[config.mk]
export PLATFORM = sky130hd
export DESIGN_NAME = din_serializer
export DESIGN_NICKNAME = d
export VERILOG_FILES = /design/src/rtl/din_serializer.sv
export SDC_FILE = /design/constraint.sdc
export NUM_CORES = 1
export LEC_CHECK = 0
export CAP_MARGIN = 40
export CORE_ASPECT_RATIO = 1.5
export CORE_MARGIN = 2
export CORE_UTILIZATION = 30
export DETAILED_ROUTE_END_ITERATION = 7
export PLACE_DENSITY_LB_ADDON = 0.05
export SKIP_CTS_REPAIR_TIMING = 1
export SYNTH_ARGS = -nofsm -noshare
export SYNTH_HDL_FRONTEND = slang
export SYNTH_SLANG_ARGS = --single-unit
[constraint.sdc]
create_clock -name clk -period 2.83 [get_ports clk]
set_input_delay 0.4245 -clock clk [delete_from_list [all_inputs] [get_ports clk]]
set_output_delay 0.4245 -clock clk [all_outputs]
set_load 0.01 [all_outputs]
[src/rtl/din_serializer.sv]
// rtl/din_serializer.sv - parallel-to-serial word shifter with a one-entry hold register
// Feeds a downstream FSM din input one bit per clock, back-to-back when a word is held.
module din_serializer #(
  parameter int WIDTH      = 8,
  parameter bit MSB_FIRST  = 1'b1,
  parameter bit IDLE_LEVEL = 1'b0
) (
  input  logic             clk,
  input  logic             rst,
  input  logic [WIDTH-1:0] in_data,
  input  logic             in_valid,
  output logic             in_ready,
  output logic             ser_out,
  output logic             ser_active,
  output logic             frame_done,
  output logic [15:0]      frames_sent
);

  localparam int CW = $clog2(WIDTH);
  localparam logic [CW-1:0] LAST_BIT = CW'(WIDTH - 1);

  localparam logic [0:0] S_IDLE  = 1'b0;
  localparam logic [0:0] S_SHIFT = 1'b1;

  logic [0:0]       state_q, state_d;
  logic [WIDTH-1:0] hold_q, hold_d;
  logic             hold_full_q, hold_full_d;
  logic [CW-1:0]    cnt_q, cnt_d;
  logic [WIDTH-1:0] shift_q, shift_d;
  logic [15:0]      frames_q, frames_d;
  logic             accept;

  // in_ready depends only on registered state and rst, never on in_valid
  assign in_ready    = !hold_full_q && !rst;
  assign accept      = in_valid && in_ready;
  assign ser_active  = (state_q == S_SHIFT) && !rst;
  assign ser_out     = ser_active ? (MSB_FIRST ? shift_q[WIDTH-1] : shift_q[0]) : IDLE_LEVEL;
  assign frame_done  = ser_active && (cnt_q == LAST_BIT);
  assign frames_sent = frames_q;

  always_comb begin
    state_d     = state_q;
    hold_d      = hold_q;
    hold_full_d = hold_full_q;
    cnt_d       = cnt_q;
    shift_d     = shift_q;
    frames_d    = frames_q;

    // accept never coincides with a drain: accept requires hold_full_q == 0
    if (accept) begin
      hold_d      = in_data;
      hold_full_d = 1'b1;
    end

    case (state_q)
      S_IDLE: begin
        if (hold_full_q) begin
          shift_d     = hold_q;
          hold_full_d = 1'b0;
          cnt_d       = '0;
          state_d     = S_SHIFT;
        end
      end
      default: begin
        shift_d = MSB_FIRST ? {shift_q[WIDTH-2:0], 1'b0} : {1'b0, shift_q[WIDTH-1:1]};
        cnt_d   = cnt_q + 1'b1;
        if (cnt_q == LAST_BIT) begin
          frames_d = frames_q + 16'd1;
          cnt_d    = '0;
          if (hold_full_q) begin
            shift_d     = hold_q;
            hold_full_d = 1'b0;
          end else begin
            state_d = S_IDLE;
          end
        end
      end
    endcase
  end

  always_ff @(posedge clk) begin
    if (rst) begin
      state_q     <= S_IDLE;
      hold_q      <= '0;
      hold_full_q <= 1'b0;
      cnt_q       <= '0;
      shift_q     <= '0;
      frames_q    <= '0;
    end else begin
      state_q     <= state_d;
      hold_q      <= hold_d;
      hold_full_q <= hold_full_d;
      cnt_q       <= cnt_d;
      shift_q     <= shift_d;
      frames_q    <= frames_d;
    end
  end

endmodule

==> results.cfg <==
[setup_path]
cp_cell_sequence = ha_1 -> ha_1 -> nand2_1 -> nor2_1 -> clkdlybuf4s50_1
rr_endpoint = frames_sent[15]$_SDFFE_PP0P_
reg2reg_slack_ns = 0.85
arrival_ns = 1.90
cp_max_fo = 7
crit_path_start = cnt_q[0]$_SDFFE_PP0P_
max_stage_delay_ns = 0.54
crit_path_frequent_cell = ha_1
rr_startpoint = cnt_q[0]$_SDFFE_PP0P_
critPathSlowestCell = clkdlybuf4s50_1
path_class = flop to output pin
rr_worst_depth = 6
cp-end-kind = output pin
startpoint_type = flop
worstPathRequired_ns = 2.41

[route]
wire_per_inst_um = 12.2
first_pass_iters = 4
wl_um = 3490
drc = 0
avgViaCountPerCell = 4.64
drtIter0Drc = 30
vias = 1326
ant_nets = 0

[timing]
fmax_mhz = 431
slew_headroom_pct = 51.7
worst_pin_slew_ns = 0.722
period_share_pct = 82.0
setup_viol = 0
hold_viol_final = 0
drv_slew = 0
setup_tns_ns = 0
finClkSkew_ns = 0.00731
grt_setup_unrepaired = no
period_needed_ns = 2.32

[logic_synthesis]
synth_top_area_share_pct = 46.5
syn_area_um2 = 1590
syn-num-nets = 202
synth-edff-count = 0
yosysWarnings = 0
yosysTopAreaCell = dfxtp_1
avgSynthCellArea_um2 = 8.52
ys.flop_type = dfxtp_1
synth-seq-area-share_pct = 46.5
synthCells = 187
ys_async_sr_fraction_pct = 0
ys_ff_latch = 37
ys_types = 33
synth_area_leaders = dfxtp_1, nor2_1, nand2_1

[global_routing]
grtUsageTotal_pct = 13.0
grt_overflow_total = 0
grt_max_degree = 20
grt_pass1_vias = 1372
grt_pass1_wl_um = 6070
antenna_found_initial = 0

[flow_run]
cap_violations = 0

[clock_network]
path_clk_slew_ns = 0.07
clk_path_buf_depth = 2
clkSinkCount = 37
cts_tree = done
clock_latency_ns = 0.28
cts-root-buf = clkbuf_8
htree_levels = 2
numCtsBuffers = 5

[die]
die_area_um2 = 5920
die_y_um = 93.2
core_area_um2 = 5120
rows = 32
boundaryPins = 31
start_util_pct = 31.1
fp.dieW_um = 63.5

[min_path]
min_from = hold_q[5]$_SDFFE_PP0P_
hold_class = flop to flop
min_delay_path_depth = 2
hold-path-endpoint = hold_q[5]$_SDFFE_PP0P_

[finish]
area_growth_pct = 28.4
num_antenna_cells = 0
drive_above_1_share_pct = 6.42
final_nets = 232

[power_and_ir_drop]
powerDensity_nw_per_um2 = 486
peakVddDrop_uv = 209
power_uw = 993
leakagePower_uw = 0.000714

[place]
io_buffers = 30
hpwl_um = 2550
place_congestion = 0.720

[run_status]
outcome = complete, no violations
sequential cells by signal, summed over array words and instances, names as in the netlist:
name / cells
state_q: 1
hold_full_q: 1
cnt_q: 3
frames_sent: 16
hold_q: 8
shift_q: 8
Yosys cell counts, drive strengths merged, types with 4 or more instances:
library cell,number
xor2,5
a21oi,17
nor3,4
nand4,5
nor2,30
clkbuf,8
mux2i,7
nand3,4
xnor2,6
nand2,24
a211oi,7
ha,4
dfxtp,37
logic make-up (layout without fill, tap and decap cells):
group	Yosys count	after routing	share of synthesized area, %
adder cells (fa/ha/maj)	4	4	3.14
AND/OR/NAND/NOR	84	84	25.2
XOR/XNOR	11	11	6.05
multiplexers	7	7	4.40
AO/OA/AOI/OAI	30	30	11.3
flip-flops	37	37	46.5
buffers and inverters	14	45	3.38
stage by stage:
step                      instance area (um^2)  utilization [%]  instances  hold slack [ns]  setup WS (ns)
final                                     2050             39.9        286            0.459          0.508
after floorplan                           1590                -        187            0.436           1.10
after detailed placement                  1970             38.4        278            0.450          0.648
after global placement                    1970             38.4        278            0.442          0.658
after CTS                                 2050             39.9        286            0.463          0.463
after global routing                      2050             39.9        286            0.477          0.376
power breakdown:
part	total, uW	internal, uW	switching [uW]
Combinational	89.9	43.7	46.2
Sequential	557	542	15.8
Clock	346	175	171
Total	993	760	233
area by class of cell:
type | instances | area, um^2
clock buffers | 8 | 80.1
well taps | 68 | 85.1
multi-input cells | 136 | 798
flip-flops and latches | 37 | 741
inverters | 3 | 11.3
fillers | 566 | 3080
repair buffers | 34 | 330
worst max-delay path, delay by kind of cell (launching register included):
family,cells,cell delay (ns)
DFF,1,0.36
adders and majority gates,2,0.47
and+or+nand+nor,2,0.25
buffers and inverters,1,0.54
metal layers:
metal | part of all wire [%] | up-vias | track usage (%)
li1 | - | 695 | -
met1 | 43 | 600 | 14.6
met2 | 52 | 26 | 23.2
met3 | 3.1 | 5 | 3.37
met4 | 1.6 | 0 | 4.89
met5 | 0 | - | 0
worst max path at each step:
stage / endpoint / cells past startpoint
floorplan: frames_sent[15]$_SDFFE_PP0P_ / 6
global placement: frame_done / 4
detailed placement: frame_done / 4
CTS: frame_done / 5
global route: frame_done / 5
finish: frame_done / 5
layout by cell type (no fill, tap or decap), types with 2 or more instances in the layout:
master and n:
mux2i_1 7, nand2b_1 2, clkbuf_1 3, nand2_1 24, nand4_1 4, nor2_1 30, xnor2_1 6, nand3_1 4
nor4_1 2, and4_1 2, clkdlybuf4s50_1 30, dfxtp_1 37, a211oi_1 7, o21ai_0 2, clkbuf_8 5, nor3_1 4
inv_1 3, a21oi_1 17, xor2_1 5, buf_4 4, nor2b_1 3, ha_1 4, nor3b_1 2
No activity file was read; power rests on OpenSTA's default activity.
==> RTL change, RTL diff (same flow settings) <==
`WIDTH`: 8 -> 16.
--- a/src/rtl/din_serializer.sv
+++ b/src/rtl/din_serializer.sv
@@ -3,3 +3,3 @@
 module din_serializer #(
-  parameter int WIDTH      = 8,
+  parameter int WIDTH      = 16,
   parameter bit MSB_FIRST  = 1'b1,
Interface: changed (resized in_data); port bits go from 31 to 39. No check against the original RTL was run, so the function may have changed too.
==> RTL change against the original RTL <==
  * Count of clock-buffer cells in the layout fell by 1
  * Worst hold slack better by 20 ps
  * Highest routed layer unchanged
  * Total power up 45%
  * Critical path type unchanged
  * Non-clock buffer count rose by 11
  * Worst setup slack worse by 79 ps
  * Clock skew fell by 1.1 ps
  * Cell area increased by 39%
  * Routed wire length grew 48%
  * Global-route usage increased by 0.31 points
  * Synthesized cell count up 49%
  * Register-to-register slack got worse by 50 ps
  * Area after synthesis increased by 42%
  * Sequential cell count up 17
==> RTL change: results <==
group,metric,value,unit
run_status,outcome,"complete, no violations",
synth,seq_area_frac_synth,47.8,%
drt,met3_length,142,um
global_routing,grtUsageTotal,13.3,%
synth,avgSynthCellArea,8.13,um2
critical_path,critPathMaxFanout,5,
placement,dpl_cell_area,2750,um2
drt,wl_met1,2340,um
critical_path,worstSetupStartpointType,"flip-flop",
global_routing,grt_start_max_net_pins,38,
critical_path,reg2reg_from,"cnt_q[0]",
clock_network,root_buffer,"clkbuf_8",
global_routing,grt_pass1_vias,1871,
drt,highest_layer,"met4",
drt,drt_wl_total,5160,um
placement,place_congestion,0.793,
timing,relSlewSlack,57.4,%
drt,drt_first_iter_violations,50,
placement,hpwl,3510,um
power_and_ir_drop,p_seq,0.000831,W
power_and_ir_drop,p_clk_share,30.9,%
placement,placed_cells,406,
drt,route.met2.wl,2620,um
power_and_ir_drop,p_sw_share,25.1,%
clock_network,clkTransAtPathRegs,90,ps
clock_network,cts_buffers,5,
clock_network,cts_buffer_depth,2,
global_routing,antenna_found_initial,0,
drt,firstDrtPassIters,6,
final_layout,nets,334,
timing,finalHoldViolations,0,
power_and_ir_drop,leakage,1.01,nW
placement,place_ws,464,ps
synth,yosysUniqueCellTypes,33,
synth,ys_warn_count,0,
synth,synthArstFlopShare,0,%
placement,portBuffers,38,
synth,syn_nets,299,
final_layout,drive_gt1_share,5.10,%
synth,ys_top_cells_by_area,"dfxtp_1 48%, nor2_1 8.1%, nor4_1 5.3%, nand2b_1 4.7%, o21ai_0 4.4%",
global_routing,grt_pass1_wl,8540,um
min_path,hold_path_startpoint,"hold_q[10]",
final_layout,diodes,0,
power_and_ir_drop,ir_worst_vdd,0.241,mV
drt,wire_per_inst,12.5,um
drt,viasPerCell,4.83,
power_and_ir_drop,switchingPower,0.000362,W
clock_network,worstSkewPairLatency,300,ps
min_path,hold_class,"flip-flop to flip-flop",
critical_path,worst_ep_arrival_time,1980,ps
clock_network,htreeDepth,2,
synth,ys_top_cells_by_count,"54 x dfxtp_1, 49 x nor2_1, 23 x nand2_1",
timing,clock_skew,6.24,ps
[RTL change: cell types whose count changed after synthesis, sizes merged, moves of 8 or more]
| cell | unedited run | this run |
|---|---|---|
| nor2 | 30 | 49 |
| o21ai | 2 | 20 |
| dfxtp | 37 | 54 |
| nor4 | 2 | 19 |
| nand2b | 2 | 17 |
| nor3 | 4 | 17 |
| clkbuf | 8 | 16 |
[RTL change: per-layer routing]
layer	up-vias	track usage, %
li1	1027	-
met1	935	15.2
met2	32	24.1
met3	5	2.45
met4	0	4.72
met5	-	0
[RTL change: area by class of cell]
type                    instances  area (um2)
well taps                     100         125
clock inverters                 1        5.00
inverters                       6        22.5
fillers                       791        4430
flip-flops and latches         54        1080
clock buffers                   7        86.3
repair buffers                 45         433
multi-input cells             201        1090
[RTL change: worst max-delay path, stage by stage, from the launching register on]
cell             delay, ps
dfxtp_1                410
ha_1                   310
nand3_1                160
nor3_1                 220
clkdlybuf4s50_1        580
[RTL change: logic make-up (layout without fill, tap and decap cells)]
kind of cell               count (synthesis)  in the layout  synth area share, %
AOI/OAI and AO/OA                         40             40                 10.3
xor gates and xnor gates                   9              9                 3.49
adders and majority gates                  2              2                 1.11
buffers and inverters                     23             59                 3.93
DFF                                       54             54                 47.8
muxes                                      1              1                0.443
and+or+nand+nor                          149            149                 32.9
[RTL change: worst paths after layout]
check | slack (ps) | cells past startpoint | endpoint
min | 480 | 2 | hold_q[10]
min reg2reg | 480 | 2 | hold_q[10]
max reg2reg | 800 | 5 | frames_sent[14]
max | 430 | 4 | frame_done
